## config.mk

```make
export PLATFORM = sky130hd
export DESIGN_NAME = ml_alert_filter
export DESIGN_NICKNAME = d
export VERILOG_FILES = /design/src/rtl/ml_alert_filter.sv
export SDC_FILE = /design/constraint.sdc
export NUM_CORES = 1
export LEC_CHECK = 0
export ABC_AREA = 1
export CORE_UTILIZATION = 64
export DETAILED_ROUTE_END_ITERATION = 8
export DONT_BUFFER_PORTS = 1
export PLACE_DENSITY = 0.89
export SLEW_MARGIN = 15
export SYNTH_ARGS = -nofsm -noshare
export SYNTH_HDL_FRONTEND = slang
export SYNTH_SLANG_ARGS = --single-unit
```

## constraint.sdc

```tcl
create_clock -name clk -period 2.35 [get_ports clk]
set_clock_uncertainty 0.1 [all_clocks]
set_input_delay 0.235 -clock clk [delete_from_list [all_inputs] [get_ports clk]]
set_output_delay 0.235 -clock clk [all_outputs]
set_load 0.005 [all_outputs]
```

## src/rtl/ml_alert_filter.sv

```systemverilog
// Post-inference alert filter: confidence/persistence qualification, single pending alert with ack,
// post-ack cooldown, FLASH_CRASH fast path and saturating per-class telemetry counters.
module ml_alert_filter #(
    parameter logic [7:0]  CONF_THRESH = 8'd64,
    parameter logic [7:0]  CRIT_CONF   = 8'd128,
    parameter int unsigned PERSIST     = 2,
    parameter int unsigned COOLDOWN    = 1000
) (
    input  logic        clk,
    input  logic        rst,
    input  logic [2:0]  ml_class,
    input  logic [7:0]  ml_confidence,
    input  logic        ml_valid,
    input  logic        alert_ack,
    input  logic [2:0]  cnt_sel,
    output logic        alert_valid,
    output logic        alert_pending,
    output logic [2:0]  alert_class,
    output logic [7:0]  alert_conf,
    output logic        alert_critical,
    output logic        cooldown_active,
    output logic [15:0] cnt_value
);

    localparam logic [3:0]  PERSIST_N  = 4'(PERSIST);
    localparam logic [15:0] COOLDOWN_N = 16'(COOLDOWN);

    typedef enum logic [1:0] {S_IDLE, S_TRACK, S_ALERT, S_COOLDOWN} state_t;

    state_t      state_q, state_d;
    logic [2:0]  cand_q, cand_d;
    logic [3:0]  streak_q, streak_d;
    logic [7:0]  maxc_q, maxc_d;
    logic [15:0] timer_q, timer_d;
    logic        alert_valid_q, alert_valid_d;
    logic [2:0]  alert_class_q, alert_class_d;
    logic [7:0]  alert_conf_q, alert_conf_d;
    logic        alert_critical_q, alert_critical_d;
    logic [15:0] cnt_value_q, cnt_value_d;
    logic [15:0] cnt_q [6];
    logic [15:0] cnt_d [6];

    logic       qual, crit;
    logic [7:0] streak_max;
    logic       issue, issue_crit;
    logic [2:0] issue_class;
    logic [7:0] issue_conf;

    assign qual = ml_valid && (ml_class >= 3'd1) && (ml_class <= 3'd5)
                  && (ml_confidence >= CONF_THRESH);
    assign crit = ml_valid && (ml_class == 3'd3) && (ml_confidence >= CRIT_CONF);
    assign streak_max = (ml_confidence > maxc_q) ? ml_confidence : maxc_q;

    always_comb begin
        state_d          = state_q;
        cand_d           = cand_q;
        streak_d         = streak_q;
        maxc_d           = maxc_q;
        timer_d          = timer_q;
        alert_valid_d    = 1'b0;
        alert_class_d    = alert_class_q;
        alert_conf_d     = alert_conf_q;
        alert_critical_d = alert_critical_q;
        issue            = 1'b0;
        issue_class      = 3'd0;
        issue_conf       = 8'd0;
        issue_crit       = 1'b0;

        unique case (state_q)
            S_IDLE: begin
                if (qual) begin
                    cand_d   = ml_class;
                    streak_d = 4'd1;
                    maxc_d   = ml_confidence;
                    if (crit || PERSIST_N == 4'd1) begin
                        issue       = 1'b1;
                        issue_class = ml_class;
                        issue_conf  = ml_confidence;
                        issue_crit  = crit;
                    end else begin
                        state_d = S_TRACK;
                    end
                end
            end
            S_TRACK: begin
                if (crit) begin
                    // A critical sample extending a class-3 streak reports the streak maximum.
                    issue       = 1'b1;
                    issue_class = 3'd3;
                    issue_conf  = (cand_q == 3'd3) ? streak_max : ml_confidence;
                    issue_crit  = 1'b1;
                end else if (qual && ml_class == cand_q) begin
                    streak_d = streak_q + 4'd1;
                    maxc_d   = streak_max;
                    if (streak_q + 4'd1 == PERSIST_N) begin
                        issue       = 1'b1;
                        issue_class = cand_q;
                        issue_conf  = streak_max;
                    end
                end else if (qual) begin
                    cand_d   = ml_class;
                    streak_d = 4'd1;
                    maxc_d   = ml_confidence;
                end else if (ml_valid) begin
                    state_d  = S_IDLE;
                    streak_d = 4'd0;
                end
            end
            S_ALERT: begin
                if (crit && !alert_critical_q) begin
                    issue       = 1'b1;
                    issue_class = 3'd3;
                    issue_conf  = ml_confidence;
                    issue_crit  = 1'b1;
                end else if (alert_ack) begin
                    state_d = (COOLDOWN_N == 16'd0) ? S_IDLE : S_COOLDOWN;
                    timer_d = COOLDOWN_N;
                end
            end
            S_COOLDOWN: begin
                streak_d = 4'd0;
                if (crit) begin
                    issue       = 1'b1;
                    issue_class = 3'd3;
                    issue_conf  = ml_confidence;
                    issue_crit  = 1'b1;
                end else if (timer_q == 16'd0) begin
                    state_d = S_IDLE;
                end else begin
                    timer_d = timer_q - 16'd1;
                end
            end
            default: state_d = S_IDLE;
        endcase

        if (issue) begin
            state_d          = S_ALERT;
            streak_d         = 4'd0;
            timer_d          = 16'd0;
            alert_valid_d    = 1'b1;
            alert_class_d    = issue_class;
            alert_conf_d     = issue_conf;
            alert_critical_d = issue_crit;
        end
    end

    genvar gi;
    generate
        for (gi = 0; gi < 6; gi++) begin : g_cnt
            assign cnt_d[gi] = (ml_valid && ml_class == 3'(gi) && cnt_q[gi] != 16'hFFFF)
                               ? cnt_q[gi] + 16'd1 : cnt_q[gi];
        end
    endgenerate

    assign cnt_value_d = (cnt_sel <= 3'd5) ? cnt_q[cnt_sel] : 16'd0;

    always_ff @(posedge clk) begin
        if (rst) begin
            state_q          <= S_IDLE;
            cand_q           <= 3'd0;
            streak_q         <= 4'd0;
            maxc_q           <= 8'd0;
            timer_q          <= 16'd0;
            alert_valid_q    <= 1'b0;
            alert_class_q    <= 3'd0;
            alert_conf_q     <= 8'd0;
            alert_critical_q <= 1'b0;
            cnt_value_q      <= 16'd0;
            for (int i = 0; i < 6; i++) cnt_q[i] <= 16'd0;
        end else begin
            state_q          <= state_d;
            cand_q           <= cand_d;
            streak_q         <= streak_d;
            maxc_q           <= maxc_d;
            timer_q          <= timer_d;
            alert_valid_q    <= alert_valid_d;
            alert_class_q    <= alert_class_d;
            alert_conf_q     <= alert_conf_d;
            alert_critical_q <= alert_critical_d;
            cnt_value_q      <= cnt_value_d;
            for (int i = 0; i < 6; i++) cnt_q[i] <= cnt_d[i];
        end
    end

    assign alert_valid     = alert_valid_q;
    assign alert_pending   = (state_q == S_ALERT);
    assign alert_class     = alert_class_q;
    assign alert_conf      = alert_conf_q;
    assign alert_critical  = alert_critical_q;
    assign cooldown_active = (state_q == S_COOLDOWN);
    assign cnt_value       = cnt_value_q;

endmodule

```

==> impl_metrics.tcl <==
set metrics [dict create \
    place_area_um2 8810 \
    synth.distinct_cells 40 \
    required_ns 2.58 \
    outcome "finished clean" \
    clock_sinks 158 \
    io_buffers 0 \
    fp.dieH_um 119 \
    cts.path.max_buffers 2 \
    async_flop_share_pct 0 \
    synth_edf_count 0 \
    layout_common_cells "nand2_1 (263), a21oi_1 (177), dfxtp_1 (158), inv_1 (154), o21ai_0 (142)" \
    cp-start-kind "input port" \
    crit_type "input port to flop" \
    arrival_ns 2.33 \
    slew_headroom_pct 48.2 \
    coreArea_um2 13200 \
    fin_area_um2 9600 \
    period_minus_slack_ns 2.10 \
    clock_latency_ns 0.44 \
    grt_remaining_overflow 0 \
    routabilityCongestion 0.939 \
    die_area_um2 14100 \
    first_pass_iters 7 \
    layout_commonest_cell "nand2_1" \
    synthMuxAreaShare_pct 0 \
    vias_per_cell 5.84 \
    cts_inserted_buffers 17 \
    avgSynthCellArea_um2 6.55 \
    start_util_pct 65.9 \
    grt_pass1_vias 7921 \
    syn_to_final_growth_pct 10.1 \
    wire_per_inst_um 15.0 \
    synth_fa_ha_area_share_pct 2.44 \
    fillers 1049 \
    synthSimpleGateAreaFrac_pct 29.1 \
    hold_viol_final 0 \
    grt_usage_pct 32.7 \
    critical_path_buf_inv_count 2 \
    synthXorXnorAreaFrac_pct 1.71 \
    grt_pass1_wl_um 37200 \
    finalCritPeriodShare_pct 89.3 \
    drive_above_1_share_pct 6.69 \
    antenna_found_initial 0 \
    synth_warnings 0 \
    endpoint_kind "flop" \
    cp_slowest_cell "dlygate4sd3_1" \
    route.vias.total 8890 \
    syn_inst 1331 \
    slowest_delay_ns 0.58 \
    rsz0062_at_grt "no" \
    seqCellArea_um2 3160 \
    maxSlewViolCount 0 \
    setup-tns-final_ns 0 \
    p_leak_nw 3.60 \
    finalSetupViolCount 0 \
    grt_max_degree 60 \
    wl_um 22800 \
    io_pins 49 \
    drtAntennaViolNets 0 \
    drc_errors 0 \
    cap_violations 0 \
    syn_nets 1366 \
    worst_pin_slew_ns 0.774 \
    synth_seq_cells 158 \
    hold_class "input port to flop" \
    power_density_nw_per_um2 642 \
    synthFlopType "dfxtp_1" \
    synth_area_leaders "dfxtp_1 (36%), nand2_1 (11%), a21oi_1 (10%)" \
    synth_top_area_share_pct 36.3 \
    drt-initial-drc-count 1127 \
    synth-compound-area-share_pct 21.1 \
    ys_seq_area_share_pct 36.3 \
    n_antenna_cell 0 \
    htreeDepth 4 \
    synth_top_family_by_area "simple AND/OR/NAND/NOR gates" \
    clk_pin_slew_ns 0.06 \
    cpMostUsedCell "nor2_1" \
    tritoncts "built" \
    num_rows 42 \
    synth_area_um2 8720 \
    peakVddDrop_mv 0.560 \
    cp_top_family "simple AND/OR/NAND/NOR gates" \
    final_nets 1368 \
    multi_input_area_um2 4740 \
    clockRootBuffer "clkbuf_16" \
    hpwl_um 15500 \
    die_width_um 119 \
    fmaxAchievable_mhz 477 \
    synth_top_area_cell "dfxtp_1" \
    cp_max_fo 12 \
    cp_cell_sequence "dlygate4sd3_1 > inv_2 > nand2_2 > nor2_1 > nand2_1 > nor2_1 > nand4_1 > o21ai_0 > a21oi_1" \
]
==> cell families after synthesis <==
family / count (synthesis)
AND/OR/NAND/NOR: 579
XOR/XNOR: 17
buffers and inverters: 208
AO/OA/AOI/OAI: 352
flip-flops: 158
adder cells (fa/ha/maj): 17
==> synth_stat cells (all sizes together) (15+ instances only) <==
| library cell | count |
|---|---|
| dfxtp | 158 |
| clkbuf | 28 |
| buf | 15 |
| nand4 | 20 |
| a21oi | 179 |
| nand3 | 71 |
| nand2 | 274 |
| ha | 17 |
| nor3 | 68 |
| inv | 164 |
| o21ai | 151 |
| nor2 | 129 |
==> per-layer routing <==
| metal | up-vias | routed length [um] | GRT usage, % | part of all wire (%) |
|---|---|---|---|---|
| li1 | 4433 | - | - | - |
| met1 | 3985 | 9620 | 41.3 | 42 |
| met2 | 401 | 10600 | 53.2 | 46 |
| met3 | 71 | 1910 | 7.58 | 8.4 |
| met4 | 0 | 704 | 14.1 | 3.1 |
| met5 | - | 0 | 0 | 0 |
==> final timing paths <==
kind	from	to	slack, ns	depth (start not counted)
worst max-delay path	ml_class[2]	cnt_q[0][14]$_SDFFE_PP0P_	0.25	9
worst max register to register	timer_q[0]$_SDFFE_PP0P_	timer_q[2]$_SDFFE_PP0P_	0.26	12
worst min-delay path	ml_confidence[6]	maxc_q[6]$_SDFFE_PP0P_	0.008	4
worst min register to register	maxc_q[4]$_SDFFE_PP0P_	maxc_q[4]$_SDFFE_PP0P_	0.36	2
==> final cells by class <==
| cell class | count | share of cell area (%) |
|---|---|---|
| Clock inverter | 14 | 1.89 |
| Tap cell | 176 | 2.29 |
| Multi-Input combinational cell | 965 | 49.4 |
| Sequential cell | 158 | 32.9 |
| Timing Repair Buffer | 26 | 2.48 |
| Clock buffer | 18 | 4.57 |
| Inverter | 165 | 6.45 |
==> per-stage QoR <==
stage	power [mW]	cells	worst slack [ns]	hold WS, ns	util [%]
after detailed placement	3.26	1474	0.238	0.211	66.6
after floorplan	3.19	1331	0.502	0.284	-
after global placement	3.25	1474	0.293	0.208	66.6
after CTS	6.17	1518	0.110	0.00586	72.2
final	6.17	1522	0.252	0.00849	72.5
after global routing	6.37	1522	0.0650	0.0239	72.5
==> registers in the layout, indices dropped and copies added (netlist names), 2 cells and up <==
| signal | cells |
|---|---|
| maxc_q | 8 |
| alert_class | 3 |
| cand_q | 3 |
| cnt_value | 16 |
| alert_conf | 8 |
| state_q | 2 |
| cnt_q | 96 |
| timer_q | 16 |
| streak_q | 4 |
==> power by group <==
part	internal (mW)	leakage [nW]	switching, mW	total [mW]
Sequential	2.72	1.28	0.0413	2.77
Clock	1.72	0.296	1.18	2.90
Combinational	0.169	2.02	0.334	0.503
Total	4.61	3.60	1.56	6.17
==> timing repair <==
action | CTS | global route
hold buffers | 12 | 1
hold endpoints to repair | 73 | 1
buffers inserted | 0 | 3
gates resized for setup | 0 | 3
endpoints found under the setup margin | 0 | 17
==> worst register-to-register path, cell delays in order (launching register included) <==
cell and delay, ns:
dfxtp_1 0.33, inv_1 0.13, ha_2 0.24, nand2_1 0.14, nor2_2 0.18, nand2_1 0.10
o21ai_0 0.19, nor2_2 0.07, nand2_4 0.09, inv_2 0.11, nand2_1 0.11, xor2_1 0.15
nor2_1 0.05
No activity file was read; power rests on OpenSTA's default activity.
